`src/rtl/microop_sequencer_pkg.sv`:
```
// microop_sequencer_pkg: microcode word layout and encodings shared by the microcode store and the sequencer
package microop_sequencer_pkg;
  localparam int OPCODE_W = 6;
  localparam int COUNT_W = 5;
  localparam int UADDR_W = 1 + OPCODE_W + COUNT_W;
  localparam logic [5:0] OP_RESET = 6'd0;
  localparam logic [5:0] OP_FETCH = 6'd1;
  typedef enum logic [3:0] {OUT_NONE = 4'd0, OUT_CTRL = 4'd8} out_plane_t;
  typedef enum logic [2:0] {
    IN_NONE = 3'd0, IN_REG = 3'd1, IN_TMP0 = 3'd2, IN_TMP1 = 3'd3,
    IN_MMU = 3'd4, IN_OPWORD = 3'd5, IN_OPCODE = 3'd6
  } in_plane_t;
  typedef enum logic [1:0] {REG_SEL_RS = 2'd0, REG_SEL_RT = 2'd1, REG_SEL_RD = 2'd2, REG_SEL_CTRL = 2'd3} reg_sel_t;
  typedef enum logic [1:0] {COND_SEL_ZERO = 2'd0, COND_SEL_CARRY = 2'd1, COND_SEL_NEG = 2'd2, COND_SEL_IRQ = 2'd3} cond_sel_t;
  typedef enum logic {MISC_NEXT = 1'b0, MISC_RESTART = 1'b1} misc_t;
  typedef enum logic {OPCODE_SEL_OPWORD = 1'b0, OPCODE_SEL_BUS = 1'b1} opcode_sel_t;
  typedef struct packed {
    logic [3:0] rsvd_hi;
    logic [1:0] cond_var_sel;
    logic       opcode_sel;
    logic [6:0] rsvd_mid;
    logic       misc;
    logic [2:0] in_plane;
    logic [3:0] out_plane;
    logic [1:0] reg_sel;
    logic [7:0] ctrl_data;
  } ucode_t;
endpackage

```
`src/rtl/microop_sequencer_if.sv`:
```
// microop_sequencer_if: microcode store, datapath and strobe signals around the sequencer
interface microop_sequencer_if
  import microop_sequencer_pkg::*;
#(parameter int UADDR_WIDTH = UADDR_W);
  logic                   STALL;
  logic [31:0]            UCODE;
  logic [31:0]            OPWORD;
  logic [31:0]            BUS;
  logic                   MLU_ZERO;
  logic                   MLU_CARRY;
  logic                   MLU_NEGATIVE;
  logic                   INTERRUPT;
  logic [UADDR_WIDTH-1:0] UADDR;
  logic [4:0]             REG_IDX;
  logic                   CTRL_BUS_OE;
  logic [31:0]            CTRL_BUS_DATA;
  logic                   REG_WE;
  logic                   TMP0_WE;
  logic                   TMP1_WE;
  logic                   MMU_WE;
  logic                   OPWORD_WE;
  logic                   UOP_OVERFLOW;
  modport master (
    output STALL, UCODE, OPWORD, BUS, MLU_ZERO, MLU_CARRY, MLU_NEGATIVE, INTERRUPT,
    input  UADDR, REG_IDX, CTRL_BUS_OE, CTRL_BUS_DATA, REG_WE, TMP0_WE, TMP1_WE, MMU_WE, OPWORD_WE, UOP_OVERFLOW
  );
  modport slave (
    input  STALL, UCODE, OPWORD, BUS, MLU_ZERO, MLU_CARRY, MLU_NEGATIVE, INTERRUPT,
    output UADDR, REG_IDX, CTRL_BUS_OE, CTRL_BUS_DATA, REG_WE, TMP0_WE, TMP1_WE, MMU_WE, OPWORD_WE, UOP_OVERFLOW
  );
endinterface

```
`src/rtl/microop_sequencer_sync2.sv`:
```
// sync2: two-flop synchroniser for an asynchronous single-bit input
module sync2 (
  input  logic clk,
  input  logic rst,
  input  logic d,
  output logic q
);
  logic meta;
  always_ff @(posedge clk or posedge rst)
    if (rst) {q, meta} <= 2'b00;
    else {q, meta} <= {meta, d};
endmodule

```
`src/rtl/microop_sequencer.sv`:
```
// microop_sequencer: forms the microcode address from opcode/count/condition and decodes the returned microcode word
module microop_sequencer
  import microop_sequencer_pkg::*;
#(
  parameter int OPCODE_WIDTH = OPCODE_W,
  parameter int COUNT_WIDTH = COUNT_W,
  localparam int UADDR_WIDTH = 1 + OPCODE_WIDTH + COUNT_WIDTH
) (
  input logic CLK,
  input logic RST,
  microop_sequencer_if.slave seq
);
  ucode_t u;
  logic [OPCODE_WIDTH-1:0] opcode, opcode_nx;
  logic [COUNT_WIDTH-1:0] count, count_nx;
  logic cond_var, cond_nx, ovf, ovf_nx, irq_sync;
  assign u = seq.UCODE;
  sync2 u_irq_sync (.clk(CLK), .rst(RST), .d(seq.INTERRUPT), .q(irq_sync));
  always_comb begin
    count_nx = u.misc == MISC_RESTART ? '0 : count + 1'b1;
    opcode_nx = u.in_plane != IN_OPCODE ? opcode :
                u.opcode_sel == OPCODE_SEL_BUS ? seq.BUS[OPCODE_WIDTH-1:0] : seq.OPWORD[31 -: OPCODE_WIDTH];
    cond_nx = u.cond_var_sel == COND_SEL_ZERO ? seq.MLU_ZERO :
              u.cond_var_sel == COND_SEL_CARRY ? seq.MLU_CARRY :
              u.cond_var_sel == COND_SEL_NEG ? seq.MLU_NEGATIVE : irq_sync;
    ovf_nx = ovf | (u.misc == MISC_NEXT && &count);
  end
  always_ff @(posedge CLK or posedge RST)
    if (RST) begin
      opcode <= OPCODE_WIDTH'(OP_RESET);
      count <= '0;
      cond_var <= 1'b0;
      ovf <= 1'b0;
    end else if (!seq.STALL) begin
      opcode <= opcode_nx;
      count <= count_nx;
      cond_var <= cond_nx;
      ovf <= ovf_nx;
    end
  assign seq.UADDR = {cond_var, opcode, count};
  assign seq.UOP_OVERFLOW = ovf;
  assign seq.REG_IDX = u.reg_sel == REG_SEL_RS ? seq.OPWORD[25:21] :
                       u.reg_sel == REG_SEL_RT ? seq.OPWORD[20:16] :
                       u.reg_sel == REG_SEL_RD ? seq.OPWORD[15:11] : u.ctrl_data[4:0];
  assign seq.CTRL_BUS_OE = u.out_plane == OUT_CTRL;
  assign seq.CTRL_BUS_DATA = {24'd0, u.ctrl_data};
  assign seq.REG_WE = !seq.STALL && u.in_plane == IN_REG;
  assign seq.TMP0_WE = !seq.STALL && u.in_plane == IN_TMP0;
  assign seq.TMP1_WE = !seq.STALL && u.in_plane == IN_TMP1;
  assign seq.MMU_WE = !seq.STALL && u.in_plane == IN_MMU;
  assign seq.OPWORD_WE = !seq.STALL && u.in_plane == IN_OPWORD;
  wire unused_bits = ^{u.rsvd_hi, u.rsvd_mid, seq.OPWORD, seq.BUS};
endmodule

```
`src/flat_wrapper.sv`:
```
// flat-port wrapper written by rule: the top's interface ports become plain ports
module microop_sequencer_flat import microop_sequencer_pkg::*;
#(
  parameter int OPCODE_WIDTH = OPCODE_W,
  parameter int COUNT_WIDTH = COUNT_W,
  localparam int UADDR_WIDTH = 1 + OPCODE_WIDTH + COUNT_WIDTH
)
  (CLK, RST, seq_STALL, seq_UCODE, seq_OPWORD, seq_BUS, seq_MLU_ZERO, seq_MLU_CARRY, seq_MLU_NEGATIVE, seq_INTERRUPT, seq_UADDR, seq_REG_IDX, seq_CTRL_BUS_OE, seq_CTRL_BUS_DATA, seq_REG_WE, seq_TMP0_WE, seq_TMP1_WE, seq_MMU_WE, seq_OPWORD_WE, seq_UOP_OVERFLOW);
  microop_sequencer_if seq_i ();
  input logic CLK;
  input logic RST;
  input wire logic [$bits(seq_i.STALL)-1:0] seq_STALL;
  input wire logic [$bits(seq_i.UCODE)-1:0] seq_UCODE;
  input wire logic [$bits(seq_i.OPWORD)-1:0] seq_OPWORD;
  input wire logic [$bits(seq_i.BUS)-1:0] seq_BUS;
  input wire logic [$bits(seq_i.MLU_ZERO)-1:0] seq_MLU_ZERO;
  input wire logic [$bits(seq_i.MLU_CARRY)-1:0] seq_MLU_CARRY;
  input wire logic [$bits(seq_i.MLU_NEGATIVE)-1:0] seq_MLU_NEGATIVE;
  input wire logic [$bits(seq_i.INTERRUPT)-1:0] seq_INTERRUPT;
  output wire logic [$bits(seq_i.UADDR)-1:0] seq_UADDR;
  output wire logic [$bits(seq_i.REG_IDX)-1:0] seq_REG_IDX;
  output wire logic [$bits(seq_i.CTRL_BUS_OE)-1:0] seq_CTRL_BUS_OE;
  output wire logic [$bits(seq_i.CTRL_BUS_DATA)-1:0] seq_CTRL_BUS_DATA;
  output wire logic [$bits(seq_i.REG_WE)-1:0] seq_REG_WE;
  output wire logic [$bits(seq_i.TMP0_WE)-1:0] seq_TMP0_WE;
  output wire logic [$bits(seq_i.TMP1_WE)-1:0] seq_TMP1_WE;
  output wire logic [$bits(seq_i.MMU_WE)-1:0] seq_MMU_WE;
  output wire logic [$bits(seq_i.OPWORD_WE)-1:0] seq_OPWORD_WE;
  output wire logic [$bits(seq_i.UOP_OVERFLOW)-1:0] seq_UOP_OVERFLOW;
  assign seq_i.STALL = seq_STALL;
  assign seq_i.UCODE = seq_UCODE;
  assign seq_i.OPWORD = seq_OPWORD;
  assign seq_i.BUS = seq_BUS;
  assign seq_i.MLU_ZERO = seq_MLU_ZERO;
  assign seq_i.MLU_CARRY = seq_MLU_CARRY;
  assign seq_i.MLU_NEGATIVE = seq_MLU_NEGATIVE;
  assign seq_i.INTERRUPT = seq_INTERRUPT;
  assign seq_UADDR = seq_i.UADDR;
  assign seq_REG_IDX = seq_i.REG_IDX;
  assign seq_CTRL_BUS_OE = seq_i.CTRL_BUS_OE;
  assign seq_CTRL_BUS_DATA = seq_i.CTRL_BUS_DATA;
  assign seq_REG_WE = seq_i.REG_WE;
  assign seq_TMP0_WE = seq_i.TMP0_WE;
  assign seq_TMP1_WE = seq_i.TMP1_WE;
  assign seq_MMU_WE = seq_i.MMU_WE;
  assign seq_OPWORD_WE = seq_i.OPWORD_WE;
  assign seq_UOP_OVERFLOW = seq_i.UOP_OVERFLOW;
  microop_sequencer #(.OPCODE_WIDTH(OPCODE_WIDTH), .COUNT_WIDTH(COUNT_WIDTH)) u_core (.CLK(CLK), .RST(RST), .seq(seq_i));
endmodule
```
`config.mk`:
```
export PLATFORM = sky130hd
export DESIGN_NAME = microop_sequencer_flat
export DESIGN_NICKNAME = d
export VERILOG_FILES = /design/src/rtl/microop_sequencer_pkg.sv /design/src/rtl/microop_sequencer_if.sv /design/src/rtl/microop_sequencer_sync2.sv /design/src/rtl/microop_sequencer.sv /design/src/flat_wrapper.sv
export SDC_FILE = /design/constraint.sdc
export NUM_CORES = 1
export LEC_CHECK = 0
export CELL_PAD_IN_SITES_DETAIL_PLACEMENT = 0
export CELL_PAD_IN_SITES_GLOBAL_PLACEMENT = 1
export CORE_ASPECT_RATIO = 1.2
export CORE_UTILIZATION = 16
export DETAILED_ROUTE_END_ITERATION = 7
export PLACE_DENSITY_LB_ADDON = 0.05
export SLEW_MARGIN = 20
export SYNTH_ARGS = -nofsm -noshare
export SYNTH_HDL_FRONTEND = slang
export SYNTH_HIERARCHICAL = 1
export SYNTH_SLANG_ARGS = --single-unit
```
`constraint.sdc`:
```
create_clock -name CLK -period 3.7 [get_ports CLK]
set_input_delay 0.925 -clock CLK [delete_from_list [all_inputs] [get_ports CLK]]
set_output_delay 0.925 -clock CLK [all_outputs]
set_load 0.05 [all_outputs]
```
==> impl_metrics.yaml <==
sta:
  finalMaxSlewViolations: 0
  worst_slew_pin_slew_ps: 530
  fin_skew_ps: 6.39
  max-slew-margin-rel: 0.642
  fin_crit_sh: 0.880
  rsz0062_at_grt: "false"
  setup_violations: 0
  setup_tns_ps: 0
  max_clock_freq_mhz: 307
  hold_viol: 0
  min_period_ps: 3260
placed_design:
  placed_area_um2: 1900
  gp_congestion: 0.660
  place_hpwl_um: 2540
  io_buffers: 80
detailed_routing:
  drtIter0Drc: 39
  route.detailed.drc: 0
  wire_per_inst_um: 11.3
  vias: 965
  postRouteAntennaNets: 0
  drt-vias-per-instance: 3.63
  dr.pass1.iters: 4
  finalWirelength_um: 3000
final_layout:
  n_fill_cell: 722
  regArea_um2: 375
  multi_input_area_um2: 564
  drive_gt1_frac: 0.173
  nets: 285
  syn2layout_area_growth_pct: 70.6
  fin_area_um2: 1950
  antenna_cells: 0
synth:
  synth_ff_type: "dfrtp_1"
  synth_cell_types: 29
  syn-instance-count: 108
  ys_seq_area_frac: 0.329
  syn_area_um2: 1140
  ys_ff_latch: 15
  synthTopCellsByArea: "dfrtp_1 33%, buf_4 22%, mux4_2 9.9%, mux2i_1 6.1%, a21oi_2 3.1%"
  async_reset_ff_frac: 1.00
  synth_area_per_cell_um2: 10.6
  yosysTopAreaCell: "dfrtp_1"
  synth-edff-count: 0
  synth_top_cell_area_share: 0.329
  synth-warning-count: 6
global_routing:
  grt_max_degree: 14
  grt_pass1_vias: 945
  grt_usage: 0.0780
  antenna_found_initial: 0
  grt_overflow: 0
  grt_pass1_wl_um: 4530
clock_tree:
  clockRootBuffer: "clkbuf_8"
  clkTransAtPathRegs_ps: 70
  cts_sinks: 15
  cts_hold_buf: 0
  cts_resized: 0
  post-cts-setup-buffers: 0
  htree_levels: 1
  clk_latency_ps: 250
  tritoncts: "yes"
  cts_buffers: 3
  clockBufferDepth: 2
power:
  p_leak_nw: 0.827
  peakVddDrop_uv: 151
  powerDensity_nw_per_um2: 344
worst_setup_path:
  worstPathArrival_ps: 2330
  crit_family: "buffers and inverters"
  cp_cell_sequence: "clkdlybuf4s50_1 -> mux4_2 -> buf_4"
  slowest_delay_ps: 660
  crit_type: "input port to output port"
  cp.buffers_inverters: 2
  endpoint_kind: "output port"
  critPathRequiredTime_ps: 2770
  cp-start-kind: "input port"
  cp_slowest_cell: "clkdlybuf4s50_1"
  cp_max_fo: 5
hold_path:
  hold_path.class: "register to register"
job:
  drv_cap: 0
outcome:
  outcome: "complete, no violations"
die:
  die_x_um: 79.1
  ios: 159
  initial_core_util: 0.167
  placementRows: 33
  die_area_um2: 7480
  core_um2: 6850
  chipHeight_um: 94.6
==> where the power goes <==
group	switching [W]	total (W)	leakage, nW	internal [W]
Sequential	0.0000153	0.000200	0.183	0.000184
Combinational	0.000210	0.000338	0.619	0.000127
Clock	0.0000584	0.000133	0.0255	0.0000745
Total	0.000284	0.000670	0.827	0.000386
==> through the flow <==
stage	util	hold WS (ps)	instances	power [W]	setup WS, ps
3_3_place_gp	0.278	334	262	0.000542	401
4_1_cts	0.284	360	266	0.000682	413
3_5_place_dp	0.278	343	262	0.000542	413
6_report	0.284	353	266	0.000670	445
5_1_grt	0.284	366	266	0.000709	368
2_1_floorplan	-	331	131	0.000449	21.9
==> cells in the mapped netlist, types with 3 or more instances <==
cell type	n
a21oi_2	4
buf_4	33
dfrtp_1	15
inv_1	3
mux2i_1	7
mux4_2	5
nor2_1	5
nor2_2	4
nor4b_1	4
o21ai_0	3
==> layout make-up <==
cell class / count / share of cell area
well taps: 87 / 0.0558
flip-flops and latches: 15 / 0.193
clock buffers: 3 / 0.0212
repair buffers: 81 / 0.433
clock inverters: 1 / 0.00257
inverters: 3 / 0.00578
multi-input cells: 76 / 0.289
==> cell usage in the layout (no fill, tap or decap), types with 2 or more instances in the layout <==
cell / n
nor2_2: 4
mux2i_1: 7
nand2_1: 2
o21ai_0: 3
nor4bb_1: 2
conb_1: 24
buf_12: 5
a21oi_1: 2
nor2_1: 5
clkbuf_8: 3
a21oi_2: 4
clkdlybuf4s50_1: 69
buf_4: 7
ha_1: 2
nor4b_1: 4
dfrtp_1: 15
inv_1: 3
a22o_1: 2
mux4_2: 5
==> final timing paths <==
kind                                                          to  slack, ps  cells after the start                             start
worst max-delay path                              seq_REG_IDX[4]        440                      3                      seq_UCODE[8]
worst min-delay path               u_core/u_irq_sync/q$_DFF_PP0_        350                      0  u_core/u_irq_sync/meta$_DFF_PP0_
worst max register to register       u_core/count[4]$_DFFE_PP0N_       2270                      4       u_core/count[0]$_DFFE_PP0N_
worst min register to register     u_core/u_irq_sync/q$_DFF_PP0_        350                      0  u_core/u_irq_sync/meta$_DFF_PP0_
max in group asynchronous           u_core/opcode[0]$_DFFE_PP0P_       2310                      2                               RST
min in group asynchronous       u_core/u_irq_sync/meta$_DFF_PP0_        850                      2                               RST
==> worst reg2reg max path, cell delays in order (launching register included) <==
cell,delay [ps]
dfrtp_1,430
ha_1,240
and3_1,200
ha_1,270
a22o_1,190
==> sequential cells by signal, indices dropped and copies added, names as in the netlist <==
register / count
u_core/seq.UOP_OVERFLOW: 1
u_core/u_irq_sync/meta: 1
u_core/cond_var: 1
u_core/u_irq_sync/q: 1
u_core/count: 5
u_core/opcode: 6
==> per-layer routing <==
| layer | share of wire | global-route usage |
|---|---|---|
| met5 | 0 | 0 |
| met4 | 0.0043 | 0.0227 |
| met3 | 0.11 | 0.0251 |
| met2 | 0.49 | 0.129 |
| met1 | 0.39 | 0.0959 |
==> cell families (layout without fill, tap and decap cells) <==
| group | Yosys count | count (layout) | share of synthesized area |
|---|---|---|---|
| AND/OR/NAND/NOR | 22 | 22 | 0.128 |
| multiplexers | 13 | 13 | 0.170 |
| AO/OA/AOI/OAI | 15 | 15 | 0.0953 |
| buffers and inverters | 40 | 88 | 0.253 |
| flip-flops | 15 | 15 | 0.329 |
| other | 1 | 24 | 0.00328 |
| adder cells (fa/ha/maj) | 2 | 2 | 0.0219 |
(Power assumes the default switching activity.)
